===== config.mk =====
export PLATFORM = sky130hd
export DESIGN_NAME = mem_dump_serializer
export DESIGN_NICKNAME = d
export VERILOG_FILES = /design/src/rtl/mem_dump_serializer_pkg.sv /design/src/rtl/mem_dump_serializer.sv
export SDC_FILE = /design/constraint.sdc
export NUM_CORES = 2
export LEC_CHECK = 0
export CAP_MARGIN = 25
export CORE_AREA = 2 2 403 405
export DETAILED_ROUTE_END_ITERATION = 7
export DIE_AREA = 0 0 405 407
export SETUP_SLACK_MARGIN = 0.3
export SYNTH_ARGS = -nofsm -noshare
export SYNTH_HDL_FRONTEND = slang
export SYNTH_SLANG_ARGS = --single-unit

===== constraint.sdc =====
create_clock -name clk -period 4.5 [get_ports clk]
set_input_delay 0.9 -clock clk [delete_from_list [all_inputs] [get_ports clk]]
set_output_delay 0.9 -clock clk [all_outputs]
set_load 0.005 [all_outputs]

===== src/rtl/mem_dump_serializer_pkg.sv =====
// mem_dump_serializer_pkg: shared state encoding and word geometry for the dump serializer
package mem_dump_serializer_pkg;
    typedef enum logic [1:0] {IDLE, SEND, WAIT, DONE} state_t;
    localparam int BYTES_PER_WORD = 4;
    localparam int WORD_W = 32;
endpackage


===== src/rtl/mem_dump_serializer.sv =====
// mem_dump_serializer: streams a snapshot of the data memory out byte-by-byte over a UART handshake
// Define DUMP_CHECKSUM_EN to append an XOR checksum byte after the data bytes.
module mem_dump_serializer
    import mem_dump_serializer_pkg::*;
#(
    parameter int N_WORDS = 32
) (
    input  logic                      clk,
    input  logic                      i_reset,
    input  logic                      i_start,
    input  logic [WORD_W*N_WORDS-1:0] i_data_mem,
    input  logic                      i_tx_done,
    output logic                      o_tx_start,
    output logic [7:0]                o_tx_data,
    output logic                      o_busy,
    output logic                      o_done
);
    localparam int N_BYTES = BYTES_PER_WORD * N_WORDS;
    localparam int CW = $clog2(N_BYTES);
    state_t state;
    logic [CW-1:0] cnt, nxt;
    logic [CW+2:0] off;
    logic [WORD_W*N_WORDS-1:0] snap;
    logic last;
    // Bit offset of the next byte: word-major, MSB lane first, so the lane bits are inverted.
    assign nxt = cnt + 1'b1;
    assign off = {nxt ^ CW'(3), 3'b000};
    assign last = cnt == CW'(N_BYTES - 1);
`ifdef DUMP_CHECKSUM_EN
    logic [7:0] csum;
    logic ck;
`endif
    // Outputs are loaded on entry to SEND/DONE so they are high for exactly the state's cycle.
    always_ff @(posedge clk) begin
        if (i_reset) begin
            state <= IDLE;
            cnt <= '0;
            snap <= '0;
            o_tx_start <= 1'b0;
            o_tx_data <= 8'h00;
            o_busy <= 1'b0;
            o_done <= 1'b0;
`ifdef DUMP_CHECKSUM_EN
            csum <= 8'h00;
            ck <= 1'b0;
`endif
        end else begin
            o_tx_start <= 1'b0;
            o_done <= 1'b0;
            case (state)
                IDLE: if (i_start) begin
                    snap <= i_data_mem;
                    cnt <= '0;
                    state <= SEND;
                    o_busy <= 1'b1;
                    o_tx_start <= 1'b1;
                    o_tx_data <= i_data_mem[WORD_W-1 -: 8];
`ifdef DUMP_CHECKSUM_EN
                    csum <= 8'h00;
                    ck <= 1'b0;
`endif
                end
                SEND: state <= WAIT;
                WAIT: if (i_tx_done) begin
`ifdef DUMP_CHECKSUM_EN
                    csum <= csum ^ o_tx_data;
                    if (ck) begin
                        state <= DONE;
                        o_done <= 1'b1;
                    end else begin
                        state <= SEND;
                        o_tx_start <= 1'b1;
                        ck <= last;
                        cnt <= last ? cnt : nxt;
                        o_tx_data <= last ? csum ^ o_tx_data : snap[off +: 8];
                    end
`else
                    if (last) begin
                        state <= DONE;
                        o_done <= 1'b1;
                    end else begin
                        state <= SEND;
                        o_tx_start <= 1'b1;
                        cnt <= nxt;
                        o_tx_data <= snap[off +: 8];
                    end
`endif
                end
                DONE: begin
                    state <= IDLE;
                    o_busy <= 1'b0;
                end
                default: state <= IDLE;
            endcase
        end
    end
endmodule


; Yosys cells after proc, flatten, opt, wreduce, memory -nomap -nowiden
; Index checks and enable logic that the tools add are counted.
[totals]
register_bits = 1044
inputBits = 1028
out_inout_bits = 11
wordCells = 46
[classes]
add_sub_neg = 1
eq_ne = 7
shift = 1
n_mux = 19
n_bitwise = 3
reduce_logical = 8
[op_table]
columns = op, count
row1 = 1024-bit by 11-bit indexed part select with 8-bit output, 1
row2 = 8-bit 2-to-1 mux, 3
row3 = 7-bit 2-to-1 mux, 3
row4 = 8-bit case mux with 2 select lines, 1
row5 = 7-bit case mux with 2 select lines, 1
row6 = 2-bit case mux with 4 select lines, 1
row7 = 7-bit by 1-bit adder with 7-bit output (second input constant), 1
row8 = 7-bit == test (second input constant), 1
row9 = 2-bit 2-to-1 mux, 3
row10 = 2-bit != test (second input constant), 3
row11 = 2-bit AND reduction, 3
row12 = 1-bit 2-to-1 mux, 5
row13 = 2-bit == test (second input constant), 2
row14 = 1-bit case mux with 2 select lines, 2
row15 = 4-bit AND reduction, 1
row16 = 2-bit nonzero test, 2
row17 = 3-bit OR reduction, 1
row18 = 2-bit by 1-bit == test with 1-bit output (second input constant), 1
row19 = 2-bit logical NOT, 1
row20 = 1-bit inverter, 2
row21 = 2-bit inverter, 1

; Depth between registers and ports, before layout
[logic_depth]
word_depth = 6
ltp_mapped = 13
depth_no_buf = 8

; Worst setup path after synthesis
; OpenSTA, ideal clock, no wires.
[synth_path]
kind = reg2reg
from = register cnt[1]
to = register o_tx_data[0]
setup_time_ps = 136
t_arrival_ps = 2443
required_time_ps = 4364
path_slack_ps = 1921
path_stages_with_launch = 11
path_buffers = 3
period_less_slack_ps = 2579
cell_sequence = dfxtp_1 ha_1 buf_4 xor2_4 buf_4 buf_6 mux4_2 a211oi_1 o21ai_0 a21oi_1 a211oi_1
[synth_between]
elab_chain_len = 6
word_cells_on_any_way = 9
cone_classes = add/sub (1) / eq/ne (2) / shift (1) / mux (3) / bitwise (1) / reduce/logical (1)
[synth_rtl]
columns = element, line_no
row1 = start: declaration, mem_dump_serializer.sv:21  ; logic [CW-1:0] cnt, nxt;
row2 = start signal: assignment, mem_dump_serializer.sv:84  ; cnt <= nxt;
row3 = 7-bit by 1-bit adder with 7-bit output, mem_dump_serializer.sv:26  ; assign nxt = cnt + 1'b1;
row4 = 2-bit inverter (no source line), --
row5 = 1024-bit by 11-bit indexed part select with 8-bit output, mem_dump_serializer.sv:85  ; o_tx_data <= snap[off +: 8];
row6 = 8-bit 2-to-1 mux, mem_dump_serializer.sv:78  ; if (last) begin
row7 = 8-bit 2-to-1 mux, mem_dump_serializer.sv:64  ; WAIT: if (i_tx_done) begin
row8 = 8-bit case mux with 2 select lines, mem_dump_serializer.sv:50  ; case (state)
row9 = end signal: assignment, mem_dump_serializer.sv:57  ; o_tx_data <= i_data_mem[WORD_W-1 -: 8];
row10 = end signal: assignment, mem_dump_serializer.sv:85
row11 = end: declaration, mem_dump_serializer.sv:14  ; output logic [7:0] o_tx_data,
; Parallel ways exist; a longest one is shown, timed or not. The select of a mux whose other input is x is not followed.
; A chain may end at the register's enable or synchronous reset.

; Final worst setup path
[layout_path]
from = register cnt[0]
to = register o_tx_data[3]
; Same word-level chain as after synthesis.

==> results.tsv <==
metric	value	unit
clock sinks	1044	
M3 GR Usage	4.91	%
placed instance area	56900	µm²
largest net degree at the start of global routing	160	
peak supply drop	299	µV
r2r setup slk	0.64	ns
die area	165000	µm²
Reg-to-Reg Start	cnt[0]$_SDFFE_PP0P_	
max-slew violations	0	
Period minus WS final	3.86	ns
Detailed Routing Iterations Pass 1	6	
RSZ-0062 raised after global routing	false	
#FFs+latches synth	1044	
Fin. Hold Viols	0	
DP HPWL	156	mm
Mapped Avg Cell Area	8.32	µm²
most used routing layer	met2	
initial antenna violation count	88	
critical path's largest stage delay	0.88	ns
CP Launch Type	register	
Placeable Area	160000	µm²
Crit Path Max Fanout	32	
Final Cell Area	61000	µm²
WP buf/inv	1	
Gate Count Post-Synth	5314	
kind of critical path	reg2reg	
Vias/cell	4.98	
leading area contributor after synthesis	dfxtp_1	
pre-CTS WS	0.505	ns
Filler cells	16200	
slowest stage cell, crit path	a221oi_1	
TritonCTS buffer count	116	
Post-Route Utilization	38.1	%
Post-synth EDFFs	0	
Crit. Startpoint	cnt[0]$_SDFFE_PP0P_	
setup repair bufs after CTS	0	
worst hold start	snap[276]$_SDFFE_PP0P_	
syn nets	6343	
final setup TNS	0	ns
first-pass GRT wire length	286	mm
CTS Root Cell	clkbuf_16	
Area contributors post-synth	dfxtp_1 47%, nand2_1 19%, mux4_2 12%	
Die H	407	µm
worst skew pair latency	0.77	ns
most common cell after layout, fill and taps aside	nand2_1	
area grow syn2layout	38.0	%
cts repair resizes	0	
class of the tightest hold or removal check	reg2reg	
CTS Buffer Depth	3	
Worst Path Arrival	4.50	ns
outcome	finished, final reports clean	
CTS tree	done	
Die X	405	µm
Post-synth ARST share	0	%
CTS H-tree lvls	3	
worst setup margin	0.637	ns
DRT antenna net count	0	
Netlist cell types	56	
Worst Path Required	5.14	ns
# rows	147	
GR Overflow Total	0	
Yosys top cell area share	47.3	%
final net count	7166	
DRT Wirelength	206	mm
vias in the first global route	40900	
Slew @ Worst Pin	1.05	ns
synthesized area	44200	µm²
CP cell instances	buf_4 -> nand4_1 -> o21a_1 -> nor2_2 -> nand3_1 -> a221oi_1 -> a21oi_1 -> a311oi_2	
hold_buf cts	0	
Vias	42100	
Global Route met2 Usage	40.3	%
met1 Resource Use GR	29.8	%
CTS clock-pin slew for the worst setup and hold paths	0.06	ns
Crit. End Element	register	
ys flop type	dfxtp_1	
Top Ports	1039	
pwr/cell area	388	nW/µm²
# DRC	0	
clock skew	0.0390	ns
initial DRC count	3865	
DR WL/cell	24.4	µm
commonest non-fill, non-tap cells in the layout	2,191 x nand2_1, 1,053 x a21oi_1, 1,042 x dfxtp_1, 1,037 x clkdlybuf4s50_1, 243 x mux4_2	
routability cong.	0.899	
MaxCap Viol Count	0	
layout cell share with drive strength beyond 1	9.13	%
Max-slew headroom	30.1	%
CP delay by family, top	compound AO/OA/AOI/OAI gates	
sequential area share after synthesis	47.3	%
period utilisation layout	85.8	%
starting density of the core	27.6	%
Leak	21.5	nW
fmax	259	MHz
gr usage total	24.0	%
Synthesis Warnings	0	
setup violators final	0	
PortBufs	1038	
==> registers in the layout, summed over array words and instances, names as in the netlist <==
| register | cells |
|---|---|
| cnt | 7 |
| o_busy | 1 |
| o_done | 1 |
| o_tx_data | 8 |
| o_tx_start | 1 |
| snap | 1024 |
| state | 2 |
==> final cells by class <==
| cell class | count | area [µm²] | area share (%) |
|---|---|---|---|
| antenna | 49 | 123 | 0.201 |
| timing repair buffer | 1149 | 11700 | 19.2 |
| multi-input combinational | 3821 | 21500 | 35.3 |
| clock buffer | 170 | 3420 | 5.60 |
| tap | 2160 | 2700 | 4.43 |
| inverter | 5 | 18.8 | 0.0307 |
| sequential | 1044 | 20900 | 34.2 |
| clock inverter | 45 | 586 | 0.959 |
==> worst register-to-register path, cell delays in order (launching register included) <==
cell,delay (ns)
dfxtp_4,0.42
buf_4,0.53
nand4_1,0.36
o21a_1,0.29
nor2_2,0.34
nand3_1,0.44
a221oi_1,0.89
a21oi_1,0.20
a311oi_2,0.30
==> report_power, final <==
group	leakage [nW]	switching (mW)	internal, mW	total [mW]
clock network	1.96	4.18	5.84	10.0
logic	11.0	1.78	1.61	3.39
registers	8.57	0.386	9.87	10.3
==> final timing paths <==
check | to | cells past startpoint
setup / recovery | o_tx_data[3]$_SDFFE_PP0P_ | 8
hold / removal | snap[276]$_SDFFE_PP0P_ | 2
setup reg to reg | o_tx_data[3]$_SDFFE_PP0P_ | 8
hold reg to reg | snap[276]$_SDFFE_PP0P_ | 2
==> kinds of logic after synthesis <==
group                    after synthesis  share of synthesized area (%)
buffers and inverters                449                           4.25
XOR/XNOR                               7                          0.266
AND/OR/NAND/NOR                     2370                           20.7
adder cells (fa/ha/maj)                1                         0.0283
multiplexers                         314                           14.2
AO/OA/AOI/OAI                       1129                           13.3
flip-flops                          1044                           47.3
==> Yosys cell counts, types with 11 or more instances <==
library cell,number
a21oi_1,1053
and3_1,18
buf_1,22
buf_2,30
buf_4,14
buf_6,12
clkbuf_1,365
dfxtp_1,1044
mux2i_1,65
mux4_2,243
nand2_1,2192
nand3_1,89
nand4_1,17
nor2_1,27
o21ai_0,11
==> routing by layer <==
metal	wire length, µm	share of wire [%]
met5	300	0.15
met3	13800	6.7
met1	83800	41
met4	8630	4.2
met2	99400	48
==> through the flow <==
step / std cells / power, mW / hold WS (ns)
detailed placement: 8178 / 13.8 / 0.444
global route: 8430 / 24.6 / 0.465
floorplan: 5314 / 11.9 / 0.432
CTS: 8393 / 23.9 / 0.452
finish: 8443 / 23.7 / 0.450
global placement: 8178 / 13.8 / 0.438
Note: power is estimated with default switching activity, not from simulation.
